<file path="src/rtl/maxpool2d_relu_stream.sv">
// rtl/maxpool2d_relu_stream.sv - streaming 2x2 stride-2 float32 max-pool with optional fused ReLU
//
// Purpose:
//   Consumes a raster-order float32 feature-map stream of WIDTH x HEIGHT pixels
//   and emits the (WIDTH/2) x (HEIGHT/2) max-pooled stream in raster order.
//   Optional feature macro: MAXPOOL_RELU_EN (defined = ReLU fused on the output).
//
// Ports:
//   clk        in  1           rising-edge clock
//   rst        in  1           synchronous active-high reset
//   valid_in   in  1           data_in carries a pixel this cycle
//   data_in    in  DATA_WIDTH  input pixel (float32)
//   valid_out  out 1           data_out carries a pooled pixel (single-cycle pulse)
//   data_out   out DATA_WIDTH  pooled pixel (float32)
//   last_out   out 1           final pooled pixel of a frame

module maxpool2d_relu_stream #(
  parameter int DATA_WIDTH = 32,
  parameter int WIDTH      = 56,
  parameter int HEIGHT     = 56
) (
  input  logic                  clk,
  input  logic                  rst,
  input  logic                  valid_in,
  input  logic [DATA_WIDTH-1:0] data_in,
  output logic                  valid_out,
  output logic [DATA_WIDTH-1:0] data_out,
  output logic                  last_out
);

  localparam int CW = $clog2(WIDTH);
  localparam int RW = $clog2(HEIGHT);
  localparam int HW = WIDTH / 2;
  localparam int AW = (HW > 1) ? $clog2(HW) : 1;

  // Sign-magnitude max; NaN/Inf are not expected. Differing signs: positive
  // operand wins (so +0 beats -0). Same sign: compare magnitudes directly.
  function automatic logic [DATA_WIDTH-1:0] fmax(input logic [DATA_WIDTH-1:0] a,
                                                 input logic [DATA_WIDTH-1:0] b);
    logic [DATA_WIDTH-1:0] res;
    if (a[DATA_WIDTH-1] != b[DATA_WIDTH-1])
      res = a[DATA_WIDTH-1] ? b : a;
    else if (!a[DATA_WIDTH-1])
      res = (a[DATA_WIDTH-2:0] >= b[DATA_WIDTH-2:0]) ? a : b;
    else
      res = (a[DATA_WIDTH-2:0] <= b[DATA_WIDTH-2:0]) ? a : b;
    return res;
  endfunction

  logic [CW-1:0]         r_col;
  logic [RW-1:0]         r_row;
  logic [DATA_WIDTH-1:0] r_hold;
  logic [DATA_WIDTH-1:0] r_linebuf [HW];
  logic [DATA_WIDTH-1:0] r_data_out;
  logic                  r_valid_out;
  logic                  r_last_out;

  logic [AW-1:0]         w_addr;
  logic                  w_col_last;
  logic                  w_row_last;
  logic [DATA_WIDTH-1:0] w_pair_max;
  logic [DATA_WIDTH-1:0] w_pool;
  logic [DATA_WIDTH-1:0] w_result;

  assign w_addr     = AW'(r_col >> 1);
  assign w_col_last = (r_col == CW'(WIDTH - 1));
  assign w_row_last = (r_row == RW'(HEIGHT - 1));
  // Horizontal pair max of the current row; on even rows it goes into the
  // line buffer, on odd rows it is combined with the stored upper pair.
  assign w_pair_max = fmax(r_hold, data_in);
  assign w_pool     = fmax(r_linebuf[w_addr], w_pair_max);

`ifdef MAXPOOL_RELU_EN
  // Any sign-bit-set result (including -0) becomes +0.
  assign w_result = w_pool[DATA_WIDTH-1] ? '0 : w_pool;
`else
  assign w_result = w_pool;
`endif

  // Every entry is written on an even row before being read on the next odd
  // row, so the buffer carries no reset.
  always_ff @(posedge clk) begin
    if (!rst && valid_in && r_col[0] && !r_row[0])
      r_linebuf[w_addr] <= w_pair_max;
  end

  always_ff @(posedge clk) begin
    if (rst) begin
      r_col       <= '0;
      r_row       <= '0;
      r_hold      <= '0;
      r_data_out  <= '0;
      r_valid_out <= 1'b0;
      r_last_out  <= 1'b0;
    end else begin
      r_valid_out <= 1'b0;
      r_last_out  <= 1'b0;
      if (valid_in) begin
        if (!r_col[0]) begin
          r_hold <= data_in;
        end else if (r_row[0]) begin
          r_data_out  <= w_result;
          r_valid_out <= 1'b1;
          r_last_out  <= w_row_last && w_col_last;
        end

        if (w_col_last) begin
          r_col <= '0;
          r_row <= w_row_last ? '0 : r_row + 1'b1;
        end else begin
          r_col <= r_col + 1'b1;
        end
      end
    end
  end

  assign valid_out = r_valid_out;
  assign data_out  = r_data_out;
  assign last_out  = r_last_out;

endmodule
</file>
<file path="config.mk">
export PLATFORM = sky130hd
export DESIGN_NAME = maxpool2d_relu_stream
export DESIGN_NICKNAME = d
export VERILOG_FILES = /design/src/rtl/maxpool2d_relu_stream.sv
export SDC_FILE = /design/constraint.sdc
export NUM_CORES = 1
export LEC_CHECK = 0
export CAP_MARGIN = 25
export CORE_AREA = 2 2 300 302
export DETAILED_ROUTE_END_ITERATION = 10
export DIE_AREA = 0 0 302 304
export GPL_TIMING_DRIVEN = 0
export PLACE_DENSITY = 0.58
export SYNTH_ARGS = -nofsm -noshare
export SYNTH_HDL_FRONTEND = slang
export SYNTH_SLANG_ARGS = --single-unit
</file>
<file path="constraint.sdc">
create_clock -name clk -period 15.55 [get_ports clk]
set_input_delay 2.3325 -clock clk [delete_from_list [all_inputs] [get_ports clk]]
set_output_delay 2.3325 -clock clk [all_outputs]
set_load 0.05 [all_outputs]
</file>
* Word-level counts from Yosys, hierarchy flattened
Memory sizes are Yosys's and may differ from the RTL's. A register that Yosys moved wholly into a read port is not among the register bits.
Cells that the tools add are included.
** Cells by class
- Add/subtract/negate cells :: 2
- $lt $le $gt $ge :: 4
- Equal/unequal tests :: 4
- Muxes and demuxes :: 17
- Bitwise logic cells :: 3
- Reduce and logical (&&, ||, !) cells :: 11
** Operators with widths (number)
- 32-bit 2-to-1 mux :: 10
- 31-bit >= comparator :: 2
- 31-bit <= comparator :: 2
- 6-bit by 1-bit adder with 6-bit output, second input constant :: 2
- 6-bit equality test, second input constant :: 2
- 6-bit 2-to-1 mux :: 2
- 5-bit 2-to-1 mux :: 2
- 1-bit logical AND :: 4
- 2-bit AND reduction :: 2
- 4-bit OR reduction :: 1
- 1-bit 2-to-1 mux :: 3
- 1-bit NOT :: 3
- 3-bit AND reduction :: 1
- 3-bit OR reduction :: 1
- 1-bit logical NOT :: 2
- 1-bit inequality test :: 2
** Word-level totals
- Register bits :: 78
- Memory bits (writable) :: 896
- Input port bits :: 35
- Output and inout bits :: 34
- Logic and storage cells :: 48
- Memories kept :: 1
** Memory list
- r_linebuf :: depth 28, bits a word 32, rd ports 1, clocked after Yosys merged registers in 1, write ports 1, RTL line 53 : logic [DATA_WIDTH-1:0] r_linebuf [HW];

* Logic depth before layout (Yosys ltp)
Gate-level depths: netlist of the first run.
- Word-level depth :: 8
- Depth in mapped cells :: 21
- Depth with buffers taken out :: 18

* Worst setup path before layout of the first run
OpenSTA, ideal clock, no wires.
- Path type :: input-to-reg
- From :: input data_in[13]
- To :: register r_data_out[30], in the netlist data_out[30]
- Setup time :: 0.069 ns
- Arrival :: 6.864 ns
- Data required time :: 15.481 ns
- Setup slack :: 8.617 ns
- Stages :: 21
- Path buffers :: 3
- Path through :: inv_1 ha_1 a21oi_1 nand2_1 a221o_1 o21ai_0 nand4b_1 nand2_1 buf_2 mux2i_1 ha_1 a21oi_1 o21ai_0 a221o_1 a221o_1 nor4b_2 a211oi_1 or3_1 buf_2 buf_4 o21ai_1
** On the way
- Word-level cells in the longest chain between the ends :: 8
- Elaborated cells on any way between the ends :: 15
- Classes of those cells :: 4 x order compare; 1 x eq/ne; 10 x mux
** Ends and longest elaborated chain
- start, declared :: RTL line 25 : input logic [DATA_WIDTH-1:0] data_in,
- 31-bit >= comparator / 31-bit <= comparator (equally long branches) :: RTL line 44, 46
- 32-bit 2-to-1 mux (on tied branches) :: RTL line 44, 46
- 32-bit 2-to-1 mux :: RTL line 43 : else if (!a[DATA_WIDTH-1])
- 32-bit 2-to-1 mux * :: RTL line 41 : if (a[DATA_WIDTH-1] != b[DATA_WIDTH-1])
- 31-bit >= comparator / 31-bit <= comparator (equally long branches) :: RTL line 44, 46
- 32-bit 2-to-1 mux (on tied branches) :: RTL line 44, 46
- 32-bit 2-to-1 mux :: RTL line 43
- 32-bit 2-to-1 mux * :: RTL line 41
- end signal, assigned :: RTL line 102 : r_data_out <= w_result;
- end, declared :: RTL line 54 : logic [DATA_WIDTH-1:0] r_data_out;
Every way passes the cells marked *; elsewhere a longest branch is shown, timed or not.
A chain may end at the register's enable or synchronous reset.

* Final worst setup path of the first run
- From :: input data_in[27]
- To :: register r_data_out[24], in the netlist data_out[24]
Same word-level chain as after synthesis.

==> results of run 1 <==
-- cells by family (layout without fill, tap and decap cells) --
group           count (synthesis)  count (layout)  share of synthesized area (%)
compound gates                283             283                           4.59
xor+xnor                        8               8                          0.177
fa+ha+maj                      66              66                           2.08
buf+inv                       193             482                           2.05
flops                         979             979                           72.1
mux                           318             318                           15.7
simple gates                  284             284                           3.35
-- cell usage after synthesis (15+ instances only) --
library cell,n
mux2_2,20
mux2i_1,57
a32oi_1,30
nand2_1,131
ha_1,66
mux4_2,241
nand4_1,15
inv_1,73
clkbuf_1,57
a21oi_1,69
nand3_1,23
edfxtp_1,896
buf_2,39
dfxtp_1,83
nor2_1,54
o21ai_0,86
a21o_1,16
-- layer usage --
metal  vias up  global-route usage (%)
li1       9089                       -
met1     11500                    34.1
met2       937                    37.0
met3       165                    3.62
met4         0                    8.39
met5         -                       0
-- power groups by stage --
stage          logic, mW  clock network (mW)  registers (mW)
2_1_floorplan      0.248                   0            3.01
3_3_place_gp       0.385                   0            3.01
3_5_place_dp       0.402                   0            3.02
4_1_cts            0.403                2.40            2.96
5_1_grt            0.438                2.50            2.96
6_report           0.404                2.37            2.96
-- critical path, cell delays in order --
cell             delay, ps
clkdlybuf4s50_1        550
inv_1                   70
ha_1                   280
nand4_1                190
nor4_1                 660
o21ai_0                350
a21o_1                 290
nand2_1                480
buf_2                  440
mux2i_1                870
ha_1                   370
and3_1                 180
a221oi_1               310
o21ai_0                150
a221o_1                430
o211a_1                280
a211oi_1               450
buf_2                  330
buf_2                  270
a32oi_1                120
o21ai_1                110
-- area by class of cell --
| type | count | area, um^2 | area share (%) |
|---|---|---|---|
| buffer | 118 | 529 | 1.15 |
| clock buffer | 113 | 2520 | 5.49 |
| clock inverter | 67 | 696 | 1.52 |
| inverter | 75 | 282 | 0.614 |
| multi-input combinational | 959 | 10500 | 22.8 |
| sequential | 979 | 28600 | 62.3 |
| tap | 1176 | 1470 | 3.21 |
| timing repair buffer | 109 | 1340 | 2.93 |
-- sequential cells by signal, summed over array words and instances, names as in the netlist, named ones only --
name,cells
r_row,6
data_out,32
r_col,6
valid_out,1
last_out,1
r_hold,32
r_linebuf,896
-- worst min-delay path by stage --
stage / cells after the start / endpoint / slack, ps
floorplan: 2 / r_hold[0] / 440
global placement: 2 / r_hold[0] / 450
detailed placement: 2 / r_hold[22] / 470
CTS: 2 / r_hold[7] / 480
global route: 2 / r_hold[20] / 500
finish: 2 / r_hold[20] / 480
-- stage by stage --
step / hold WS (ps) / setup slack, ps / utilization, % / cells / instance area [um^2]
after global routing: 503 / 6350 / 51.5 / 3596 / 45900
after detailed placement: 472 / 6190 / 47.9 / 3416 / 42700
after CTS: 482 / 6880 / 51.5 / 3596 / 45900
after floorplan: 436 / 8620 / - / 2131 / 39600
after global placement: 448 / 6190 / 46.9 / 3374 / 41800
final: 483 / 6620 / 51.5 / 3596 / 45900
==> results by group, run 1 <==
Outcome
  – Status: complete, no violations

Clock network
  – Post-CTS Hold Fix Bufs: 0
  – TritonCTS Buffers: 97
  – Sink Count: 979
  – Post-CTS setup buffers: 0
  – Root Driver: clkbuf_16
  – PostCTS Resize Cnt: 0
  – Worst-path clk slew: 60 ps
  – CTS max path bufs: 3
  – CTS tree: done
  – Insertion delay to the later sink of the worst-skew pair: around 670 ps
  – CTS HTree Levels: 3

Power and ir drop
  – P_sw: 1.28 mW
  – Total power: around 5.7 mW
  – Power per cell area: roughly 120 mW/mm^2
  – Switching Share: 22.4%
  – P_int: 4.44 mW
  – Comb power frac: approximately 7.0%
  – Max IR drop VDD: between 0.07 and 0.08 mV
  – Static Leak: 14.7 nW
  – Clock power share: roughly 41%
  – Sequential power share: just over 50%

Synthesis
  – Post-Syn Area: just under 0.04 mm^2
  – Area contributors post-synth: edfxtp_1 68%, mux4_2 14%, dfxtp_1 4.2%, ha_1 2.1%, mux2i_1 1.4%
  – Post-synth EDFFs: 896
  – Ys async rst share: 0%
  – Mapped Avg Cell Area: 18.6 um^2
  – Yosys reg bits: 979
  – Register area share after synthesis: 72.1%
  – Synthesized Nets: between 2000 and 2500
  – Mapped Cells: 2131
  – Top_reg_cell synth: edfxtp_1
  – Synth unique cells: 60
  – Synthesis warning total: 0
  – Largest area contributor in the netlist: edfxtp_1
  – Yosys top cell area share: 67.9%

STA
  – RSZ-0062 raised after global routing: no
  – Part of the cycle the worst path needs: roughly 57%
  – # setup viols final: 0
  – Setup Skew: 28.8 ps
  – Slew HR: 30.2%
  – Max Slew Vio Count: 0
  – Hold Violations, Final: 0
  – Worst slew pin tran: 1050 ps
  – Final setup TNS: 0 ps
  – Fmax: 112 MHz
  – Fin crit period: about 8900 ps

Worst setup path
  – Setup crit end: data_out[24]
  – CP startpoint kind: primary input
  – Cell count of the worst reg-to-reg path: 19
  – CP Capture Type: flip-flop
  – WS Path Type: in2reg
  – Terminus of the critical flop-to-flop path: data_out[24]
  – Launch point of the worst path: data_in[27]
  – R2r startpoint: r_hold[30]
  – CP Max Fanout: 10
  – WP data arrival: 9520 ps
  – Critical path required time: 16130 ps
  – Flop-to-flop setup slack: 8560 ps

Drt
  – Drt total wl: 108000 um
  – Met2 routed WL: slightly above 50000 um
  – Initial DRC count: between 2000 and 3000
  – Post-DRT Antenna Nets: 0
  – Metal-1 WL: about 46000 um
  – DR pass1 iterations: 5
  – Post-route DRC: 0
  – Highest metal used: met4
  – Vias per std cell: 6.03
  – Wire length per cell: 30.0 um
  – Vias after detailed routing: roughly 22000
  – Routed met3 length: 7570 um

GRT
  – Global Route Usage Sum: 23.7%
  – Largest net degree at the start of global routing: 31
  – Global-route wire length before repair: around 160000 um
  – Vias in the first global route: 22200
  – GRT overflow: 0
  – Antenna violations before repair: 1

Floorplanning
  – DIE WIDTH: 302 um
  – Die area: 0.0918 mm^2
  – Core ar.: 0.0890 mm^2
  – Io pins: 69
  – Cell Rows: 110
  – Initial Utilization: about 45%
  – Chip height: 304 um

Final layout
  – Ant. Diodes: 0
  – Final Net Count: 2440
  – Fill cells: 7022
  – Most frequent cells in the layout: 896 x edfxtp_1, 241 x mux4_2, 131 x nand2_1, 98 x clkbuf_16, 86 x o21ai_0
  – Area grow syn2layout: 15.7%
  – Commonest non-fill, non-tap cell in the layout: edfxtp_1
  – Layout cell share with drive strength beyond 1: 22.8%

Place
  – Routability cong.: 0.919
  – IO buf count: 67
  – Post-DP HPWL: 72100 um

Job
  – Maxcap violations: 0

Worst hold path
  – Worst hold path type: reg2reg
  – Hold Crit Start: r_hold[20]
(Power assumes the default switching activity.)
==> run 2, diff against run 1 <==
==> constraint.sdc (replaced) <==
create_clock -name clk -period 9.2 [get_ports clk]
set_input_delay 1.38 -clock clk [delete_from_list [all_inputs] [get_ports clk]]
set_output_delay 1.38 -clock clk [all_outputs]
set_load 0.05 [all_outputs]
==> results of run 2 <==
Same layout as run 1 (identical final DEF). Status: complete, no violations.
Among the figures that moved: setup slack after placement 6190 ps -> 795 ps; setup slack after layout 6620 ps -> 1220 ps; register-to-register setup slack 8560 ps -> 2210 ps; total power 5.73 mW -> 9.68 mW; worst IR drop on VDD 0.0778 mV -> 0.131 mV
==> run 3, diff against run 2 <==
--- a/config.mk
+++ b/config.mk
@@ -7,9 +7,10 @@
 export LEC_CHECK = 0
 export CAP_MARGIN = 25
 export CORE_AREA = 2 2 300 302
+export CTS_CLUSTER_SIZE = 20
 export DETAILED_ROUTE_END_ITERATION = 10
 export DIE_AREA = 0 0 302 304
-export GPL_TIMING_DRIVEN = 0
+export GPL_TIMING_DRIVEN = 1
 export PLACE_DENSITY = 0.58
 export SYNTH_ARGS = -nofsm -noshare
 export SYNTH_HDL_FRONTEND = slang
==> run 3 against run 2 <==
Against the previous run: combinational power down 3.7%; wire length is 1.4% lower; clock power shrank 1%; fmax increased by 5.8%; flip-flop and latch count did not move; die area is the same; cell count fell by 2.3%; core utilization fell by 0.63 points; final area is 1.2% lower; sequential share of layout area is 0.81 points higher.
==> results by group, run 3 (synthesized netlist as in run 1, its figures left out) <==
Worst setup path
  – Critical path required time: 9770 ps
  – Worst-path cell chain: clkdlybuf4s50_1 -> inv_1 -> ha_1 -> a21oi_1 -> nand2_1 -> a221o_1 -> o21ai_0 -> nand4b_1 -> nand2_1 -> mux2i_1 -> ha_1 -> and3_1 -> a221oi_1 -> o21ai_0 -> a221o_1 -> nor4b_2 -> a211oi_2 -> or3_1 -> o21ai_0
  – CP dominant cell by count: o21ai_0
  – CP Capture Type: flip-flop
  – CP Max Fanout: 19 (+9)
  – CP startpoint kind: primary input
  – Launch point of the worst path: data_in[13]
  – Max incr delay on CP: 840 ps (-30 ps)
  – WS Path Type: in2reg
  – R2r startpoint: r_hold[13]
  – Worst path slowest cell: mux2i_1
  – WP data arrival: 8120 ps

Clock network
  – PostCTS Resize Cnt: 0 (unchanged)
  – TritonCTS Buffers: 101 (+4.1%)
  – Worst-path clk slew: 60 ps (about the same)
  – Sink Count: 979 (unchanged)
  – Insertion delay to the later sink of the worst-skew pair: 670 ps (about the same)
  – Root Driver: clkbuf_16
  – CTS HTree Levels: 3 (unchanged)
  – CTS max path bufs: 3 (unchanged)
  – Post-CTS Hold Fix Bufs: 0 (unchanged)
  – CTS tree: done
  – Post-CTS setup buffers: 0 (unchanged)

Drt
  – Vias after detailed routing: 21300 (-1.6%)
  – DR pass1 iterations: 6 (+1)
  – Post-DRT Antenna Nets: 0 (unchanged)
  – Initial DRC count: 2372 (-13%)
  – Vias per std cell: 6.07 (+0.65%)
  – Wire length per cell: 30.2 um (+0.94%)
  – Drt total wl: 106000 um (-1.4%)
  – Post-route DRC: 0 (unchanged)

STA
  – Hold Violations, Final: 0 (unchanged)
  – Max Slew Vio Count: 0 (unchanged)
  – Worst slew pin tran: 1030 ps (-21.8 ps)
  – RSZ-0062 raised after global routing: no
  – Part of the cycle the worst path needs: 82.0%
  – Fin crit period: 7540 ps
  – Slew HR: 31.4% (+1.2 points)
  – Final setup TNS: 0 ps (unchanged)
  – Final hold slack: 471 ps (-12.1 ps)
  – Fmax: between 100 and 150 MHz
  – Setup Skew: 22.5 ps (-6.37 ps)
  – # setup viols final: 0 (unchanged)

Place
  – Routability cong.: 0.899 (-2.2%)
  – IO buf count: 68 (+1.5%)
  – Post-DP HPWL: 58600 um (-19%)
  – Placed cell area: 0.0421 mm^2 (-1.3%)
  – Placed insts: 3333 (-2.4%)

Final layout
  – Top reg by flops: r_linebuf
  – Commonest non-fill, non-tap cell in the layout: edfxtp_1
  – Layout cell share with drive strength beyond 1: 23.0% (+0.20 points)
  – Final Net Count: 2361 (-3.2%)
  – Post-Layout Inst Area: 0.0453 mm^2 (-1.2%)
  – Final Core Density: 50.9% (-0.63 points)
  – Fill cells: 7110 (+1.3%)
  – Ant. Diodes: 0 (unchanged)
  – Most frequent cells in the layout: 896 x edfxtp_1, 241 x mux4_2, 131 x nand2_1, 102 x clkbuf_16, 86 x o21ai_0
  – Final std cells w/o fill: 3514 (-2.3%)
  – Area grow syn2layout: 14.3%
  – Max reg flops: 896 (unchanged)

Floorplanning
  – Die area: 0.0918 mm^2 (unchanged)
  – Io pins: 69 (unchanged)
  – Chip height: 304 um (unchanged)
  – DIE WIDTH: 302 um (unchanged)
  – Core ar.: 0.0890 mm^2 (unchanged)
  – Cell Rows: 110 (unchanged)
  – Initial Utilization: 44.5% (unchanged)

Power and ir drop
  – Static Leak: 14.4 nW
  – Max IR drop VDD: roughly 0.13 mV
  – Power per cell area: 212 mW/mm^2

Worst hold path
  – Hold Crit Start: r_hold[0]
  – Worst hold path type: reg2reg

GRT
  – Largest net degree at the start of global routing: 65 (+110%)
  – GRT overflow: 0 (unchanged)
  – Antenna violations before repair: 1 (unchanged)
  – Vias in the first global route: 21200 (-4.4%)
  – Global-route wire length before repair: 153000 um (-1.7%)
  – Global Route Usage Sum: 23.3% (-0.38 points)

Outcome
  – Status: complete, no violations

Job
  – Maxcap violations: 0 (unchanged)
-- run 3: cell count changes in the layout (fill, tap and decap cells not counted), sizes merged --
| cell | before | now |
|---|---|---|
| buf | 103 | 77 |
| bufinv | 12 | 8 |
| clkbuf | 170 | 117 |
| clkinv | 46 | 45 |
| clkinvlp | 7 | 6 |
| inv | 77 | 80 |
-- run 3: area by class of cell --
type | instances | area [um^2] | area share, %
clock inverter | 64 | 582 | 1.28
inverter | 75 | 282 | 0.621
multi-input combinational | 959 | 10500 | 23.2
clock buffer | 117 | 2610 | 5.76
timing repair buffer | 144 | 1300 | 2.86
tap | 1176 | 1470 | 3.25
sequential | 979 | 28600 | 63.1
-- run 3: final timing paths --
check	to	slack, ps	depth (start not counted)
worst min-delay path	r_hold[0]	470	2
worst max-delay path	data_out[5]	1660	19
worst min register to register	r_hold[0]	470	2
worst max register to register	data_out[5]	2570	17
-- run 3: power by group --
| group | switching [mW] | internal [mW] |
|---|---|---|
| clock | 1.70 | 2.26 |
| combinational | 0.436 | 0.221 |
| sequential | 0.0211 | 4.99 |
| total | 2.16 | 7.47 |
-- run 3: per-layer routing --
layer / global-route usage (%) / up-vias / part of all wire [%]
met3: 3.11 / 130 / 7.2
met1: 34.4 / 11400 / 43
met2: 36.9 / 919 / 48
met5: 0 / - / 0
met4: 6.08 / 0 / 2.2
li1: - / 8924 / -
-- run 3: worst max-delay path: cells and delay by family --
family / cells / cell delay [ps]
fa+ha+maj: 2 / 700
buf+inv: 2 / 540
mux: 1 / 840
compound gates: 8 / 2180
simple gates: 6 / 2450
-- run 3: through the flow --
step | power (mW) | worst slack, ps
floorplan | 5.51 | 3220
global placement | 5.74 | 610
detailed placement | 5.76 | 1140
CTS | 9.68 | 1820
global route | 9.92 | 1240
finish | 9.63 | 1660
